[src/rtl/memory_port_arbiter_pkg.sv]
// Shared constants for the port-B memory arbiter: state encoding, MMIO prefix, requester ids.
package memory_port_arbiter_pkg;

    typedef logic [1:0] state_t;

    localparam state_t IDLE    = 2'd0;
    localparam state_t ISSUE   = 2'd1;
    localparam state_t CAPTURE = 2'd2;

    // MMIO window lives at addr[17:16]; it is passed through with no special handling
    localparam logic [1:0] IO_PREFIX = 2'b11;

    localparam logic REQ_DCACHE   = 1'b0;
    localparam logic REQ_UNCACHED = 1'b1;

endpackage

[src/rtl/memory_port_arbiter_rr_arbiter_2.sv]
// Two-way round-robin winner select; purely combinational.
module rr_arbiter_2 (
    input  logic valid0,
    input  logic valid1,
    input  logic last_winner,
    output logic winner_id,
    output logic any_valid
);

    // On a tie the requester that did not win last time gets the port
    always_comb begin
        any_valid = valid0 | valid1;
        winner_id = (valid0 && valid1) ? ~last_winner : valid1;
    end

endmodule

[src/rtl/memory_port_arbiter.sv]
// Shares RAM port B between the data cache (req0) and the uncached load/store path (req1).
module memory_port_arbiter
    import memory_port_arbiter_pkg::*;
#(
    parameter int unsigned ADDR_WIDTH = 17,
    parameter int unsigned RAM_WIDTH  = 128
) (
    input  logic                  clk,
    input  logic                  rst,
    input  logic                  rdy,
    input  logic                  req0_valid,
    input  logic                  req0_we,
    input  logic [ADDR_WIDTH-1:0] req0_addr,
    input  logic [RAM_WIDTH-1:0]  req0_wdata,
    output logic                  req0_grant,
    output logic                  req0_done,
    input  logic                  req1_valid,
    input  logic                  req1_we,
    input  logic [ADDR_WIDTH-1:0] req1_addr,
    input  logic [RAM_WIDTH-1:0]  req1_wdata,
    output logic                  req1_grant,
    output logic                  req1_done,
    output logic [RAM_WIDTH-1:0]  rdata,
    input  logic [RAM_WIDTH-1:0]  dout_b,
    output logic [ADDR_WIDTH-1:0] addr_b,
    output logic [RAM_WIDTH-1:0]  din_b,
    output logic                  we_b
);

    state_t                state;
    state_t                state_nxt;
    logic                  we_r;
    logic                  we_nxt;
    logic                  last_winner;
    logic                  last_nxt;
    logic                  winner_id_r;
    logic                  winner_nxt;
    logic [ADDR_WIDTH-1:0] addr_nxt;
    logic [RAM_WIDTH-1:0]  din_nxt;
    logic [RAM_WIDTH-1:0]  rdata_nxt;
    logic                  grant0_nxt;
    logic                  grant1_nxt;
    logic                  done0_nxt;
    logic                  done1_nxt;
    logic                  arb_winner;
    logic                  arb_any;

    rr_arbiter_2 u_arb (
        .valid0      (req0_valid),
        .valid1      (req1_valid),
        .last_winner (last_winner),
        .winner_id   (arb_winner),
        .any_valid   (arb_any)
    );

    // A stalled write must not reach the RAM; it re-asserts once rdy returns
    assign we_b = we_r & rdy;

    // State register; rdy low freezes the sequencer
    always_ff @(posedge clk) begin
        if (rst) begin
            state <= IDLE;
        end else if (rdy) begin
            state <= state_nxt;
        end
    end

    // Next-state: writes finish after ISSUE, reads take one extra cycle to capture dout_b
    always_comb begin
        state_nxt = state;
        case (state)
            IDLE:    state_nxt = arb_any ? ISSUE : IDLE;
            ISSUE:   state_nxt = we_r ? IDLE : CAPTURE;
            CAPTURE: state_nxt = IDLE;
            default: state_nxt = IDLE;
        endcase
    end

    // Output next values: latch the winner's transaction, pulse grant/done for one cycle
    always_comb begin
        addr_nxt   = addr_b;
        din_nxt    = din_b;
        we_nxt     = we_r;
        last_nxt   = last_winner;
        winner_nxt = winner_id_r;
        rdata_nxt  = rdata;
        grant0_nxt = 1'b0;
        grant1_nxt = 1'b0;
        done0_nxt  = 1'b0;
        done1_nxt  = 1'b0;
        case (state)
            IDLE: begin
                we_nxt = 1'b0;
                if (arb_any) begin
                    addr_nxt   = (arb_winner == REQ_DCACHE) ? req0_addr  : req1_addr;
                    din_nxt    = (arb_winner == REQ_DCACHE) ? req0_wdata : req1_wdata;
                    we_nxt     = (arb_winner == REQ_DCACHE) ? req0_we    : req1_we;
                    last_nxt   = arb_winner;
                    winner_nxt = arb_winner;
                    grant0_nxt = (arb_winner == REQ_DCACHE);
                    grant1_nxt = (arb_winner == REQ_UNCACHED);
                end
            end
            ISSUE: begin
                if (we_r) begin
                    we_nxt    = 1'b0;
                    done0_nxt = (winner_id_r == REQ_DCACHE);
                    done1_nxt = (winner_id_r == REQ_UNCACHED);
                end
            end
            CAPTURE: begin
                rdata_nxt = dout_b;
                done0_nxt = (winner_id_r == REQ_DCACHE);
                done1_nxt = (winner_id_r == REQ_UNCACHED);
            end
            default: begin
                we_nxt = 1'b0;
            end
        endcase
    end

    // Output registers; pulses are held, not consumed, while rdy is low
    always_ff @(posedge clk) begin
        if (rst) begin
            addr_b      <= '0;
            din_b       <= '0;
            we_r        <= 1'b0;
            last_winner <= REQ_UNCACHED;
            winner_id_r <= REQ_DCACHE;
            rdata       <= '0;
            req0_grant  <= 1'b0;
            req1_grant  <= 1'b0;
            req0_done   <= 1'b0;
            req1_done   <= 1'b0;
        end else if (rdy) begin
            addr_b      <= addr_nxt;
            din_b       <= din_nxt;
            we_r        <= we_nxt;
            last_winner <= last_nxt;
            winner_id_r <= winner_nxt;
            rdata       <= rdata_nxt;
            req0_grant  <= grant0_nxt;
            req1_grant  <= grant1_nxt;
            req0_done   <= done0_nxt;
            req1_done   <= done1_nxt;
        end
    end

endmodule

[config.mk]
export PLATFORM = sky130hd
export DESIGN_NAME = memory_port_arbiter
export DESIGN_NICKNAME = d
export VERILOG_FILES = /design/src/rtl/memory_port_arbiter_pkg.sv /design/src/rtl/memory_port_arbiter_rr_arbiter_2.sv /design/src/rtl/memory_port_arbiter.sv
export SDC_FILE = /design/constraint.sdc
export NUM_CORES = 1
export LEC_CHECK = 0
export CELL_PAD_IN_SITES_DETAIL_PLACEMENT = 1
export CELL_PAD_IN_SITES_GLOBAL_PLACEMENT = 2
export CORE_AREA = 2 2 271 273
export DETAILED_ROUTE_END_ITERATION = 6
export DIE_AREA = 0 0 273 275
export PLACE_DENSITY_LB_ADDON = 0.1
export SLEW_MARGIN = 5
export SYNTH_ARGS = -nofsm -noshare
export SYNTH_HDL_FRONTEND = slang
export SYNTH_HIERARCHICAL = 1
export SYNTH_SLANG_ARGS = --single-unit
[constraint.sdc]
create_clock -name clk -period 4.3 [get_ports clk]
set_input_delay 0.43 -clock clk [delete_from_list [all_inputs] [get_ports clk]]
set_output_delay 0.43 -clock clk [all_outputs]
set_load 0.01 [all_outputs]
==> reports/metrics.cfg <==
[outcome]
status=finished, final reports clean

[pwr]
ir_drop_mv=0.2443
p_seq_share_pct=37.0
pwr-share-clk_pct=43.6
switching_share_pct=26.39
p_sw_mw=2.026
power_density_nw_per_um2=366.8
cellLeakagePower_nw=7.145
p_int_mw=5.654
p_comb_share_pct=19.4

[floorplan]
dieArea_sq_um=75080
dieWidth_um=273
die_h_um=275
core_region_area_sq_um=72340
io_pins=703
placement_rows=99
start_util_pct=16.19

[synth]
synth_top_area_share_pct=48.21
synth_edf_count=0
async_flop_share_pct=0
synth_area_leaders=dfxtp_1 48%, mux2i_1 12%, a211oi_2 11%
ys_seq_area_share_pct=48.21
ys_types=26
syn_area_sq_um=11710
yosysTopAreaCell=dfxtp_1
yosysMostFrequentCell=dfxtp_1
synth_nets=1679
yosys-top-cells-count=282 x dfxtp_1, 262 x nand2_1, 147 x nor2_1
ys_ff_latch=282
synthCells=1250
synth_top_flop_cell=dfxtp_1
syn_avg_cell_area_sq_um=9.368
yosys_warnings=6

[cells_and_area]
drive_above_1_share_pct=9.289
synthToLayoutAreaGrowth_pct=78.80
nets=2328
nFillCells=8249

[cts]
cts_resized=0
cts_buffers=40
cts_buffer_depth=3
holdBufCountCts=0
cts_root_buffer=clkbuf_16
clkTransAtPathRegs_ns=0.06
postCtsSetupBuffers=0
clock-sinks=282
insertion_delay_ns=0.55
cts_tree=yes
cts_max_level=2

[placed_design]
pre_cts_slack_ns=1.573
dp_hpwl_um=47110
place_congestion=0.7936
port_buffers=702

[timing]
setup_tns_ns=0
period_share_pct=55.93
final_hold_viol_count=0
worstMarginPinSlew_ns=0.9021
setup_viol_count_final=0
maxSlewHeadroom_pct=39.86
rsz0062_at_grt=false
final.setup_skew_ns=0.01842
fmaxAchievable_mhz=415.8
fin_crit_ns=2.405
final_max_slew_viol_count=0
final.setup.worst_slack_ns=1.895

[drt]
initialDrtViolationCount=302
routed_via_density=3.993
route.detailed.drc=0
antenna_left=0
drt_first_pass_iters=4
wl_per_cell_um=21.38
vias=11560
wl_um=61910

[global_route]
overflow=0
track_usage_pct=15.59
grt_max_degree=129
grt_pass1_wl_um=85670
grt_pass1_vias=12020
antenna_found_initial=13

[critical_path]
r2r_start=state[0]
crit_arrival_ns=1.98
ff2ff_setup_slack_ns=2.14
endpoint_kind=output pin
cp.required_ns=3.87
crit_fanout=9
critPathKind=in2out
ff2ff_path_depth=6
start_kind=primary input
cp_slowest_cell=clkdlybuf4s50_1
crit_buf_inv=2
r2r-end=rdata[9]
crit_family=buffers and inverters
crit_chain=clkdlybuf4s50_1 > and2_1 > clkdlybuf4s50_1
cp_slowest_stage_delay_ns=0.73
cp_common_cell=clkdlybuf4s50_1

[hold_path]
min_to=rdata[75]
min_path_type=in2reg
whs_path_depth=3
hp-start=dout_b[75]

[run]
max_cap_viol_count=0

[flip-flops by register name (all words and copies together) (netlist names)]
signal / flops
req1_grant: 1
req0_grant: 1
req0_done: 1
din_b: 128
winner_id_r: 1
state: 2
we_r: 1
addr_b: 17
rdata: 128
req1_done: 1
last_winner: 1
[worst min-delay path, delay by kind of cell]
kind	cells	cell delay, ns
AOI/OAI and AO/OA	1	0.05
buffers and inverters	1	0.39
and+or+nand+nor	1	0.06
[how the worst max path moves through the flow]
stage                     cells after the start  startpoint        end
after global placement                        5         rdy  rdata[13]
after detailed placement                      5         rdy  rdata[41]
final                                         3         rdy       we_b
after CTS                                     3         rdy       we_b
after floorplan                               7  req1_valid  din_b[10]
after global routing                          3         rdy       we_b
[cells by family (layout without fill, tap and decap cells)]
logic type / after synthesis / in the layout / synth area share (%)
compound gates: 285 / 285 / 19.67
fa+ha+maj: 4 / 4 / 0.4274
buf+inv: 113 / 790 / 5.513
flops: 282 / 282 / 48.21
mux: 146 / 146 / 12.48
other cells: 0 / 9 / 0
simple gates: 420 / 420 / 13.70
[metal layers]
| layer | vias up | share of wire (%) | track usage (%) |
|---|---|---|---|
| met4 | 8 | 2.3 | 4.904 |
| met3 | 77 | 10 | 7.070 |
| met1 | 5486 | 38 | 16.43 |
| met5 | - | 0.082 | 0 |
| met2 | 389 | 50 | 27.68 |
| li1 | 5600 | - | - |
[per-stage QoR]
step	std cells	util (%)	total power [mW]	cell area, sq um	hold WS [ns]
final	2895	28.94	7.680	20940	0.4280
after global routing	2893	28.94	8.084	20930	0.4033
after CTS	2886	28.91	7.897	20920	0.3798
after detailed placement	2816	27.08	4.423	19590	0.4471
after global placement	2816	27.08	4.403	19590	0.4416
after floorplan	1250	-	3.513	11710	0.4381
[power groups by stage]
stage	Sequential, mW	Clock (mW)	Combinational (mW)
2_1_floorplan	2.96	0	0.553
3_3_place_gp	2.89	0	1.51
3_5_place_dp	2.90	0	1.52
4_1_cts	2.85	3.53	1.53
5_1_grt	2.86	3.62	1.60
6_report	2.84	3.35	1.49
[layout by cell type (no fill, tap or decap), drive strengths merged]
master,Yosys,final
ha,4,4
mux2i,146,146
bufinv,0,1
clkdlybuf4s50,0,701
a21boi,1,1
and3,1,1
nand2,262,262
clkinv,0,1
or3,1,1
and2,2,2
clkbuf,35,68
a211oi,145,145
a21oi,135,135
nand3b,2,2
inv,3,3
nor2,147,147
dfxtp,282,282
o2bb2ai,2,2
diode,0,9
nand3,2,2
a2bb2oi,1,1
or2,1,1
nor2b,2,2
o21ai,1,1
buf,75,16
[area by class of cell]
cell class              count  area, sq um  share of cell area [%]
repair buffers            717         7282                   34.78
clock buffers              68         1287                   6.149
diodes                      9        22.52                  0.1076
well taps                 959         1200                   5.731
multi-input cells         855         5454                   26.05
inverters                   3        11.26                 0.05378
clock inverters             2        35.03                  0.1673
flip-flops and latches    282         5645                   26.96
(Power assumes the default switching activity.)
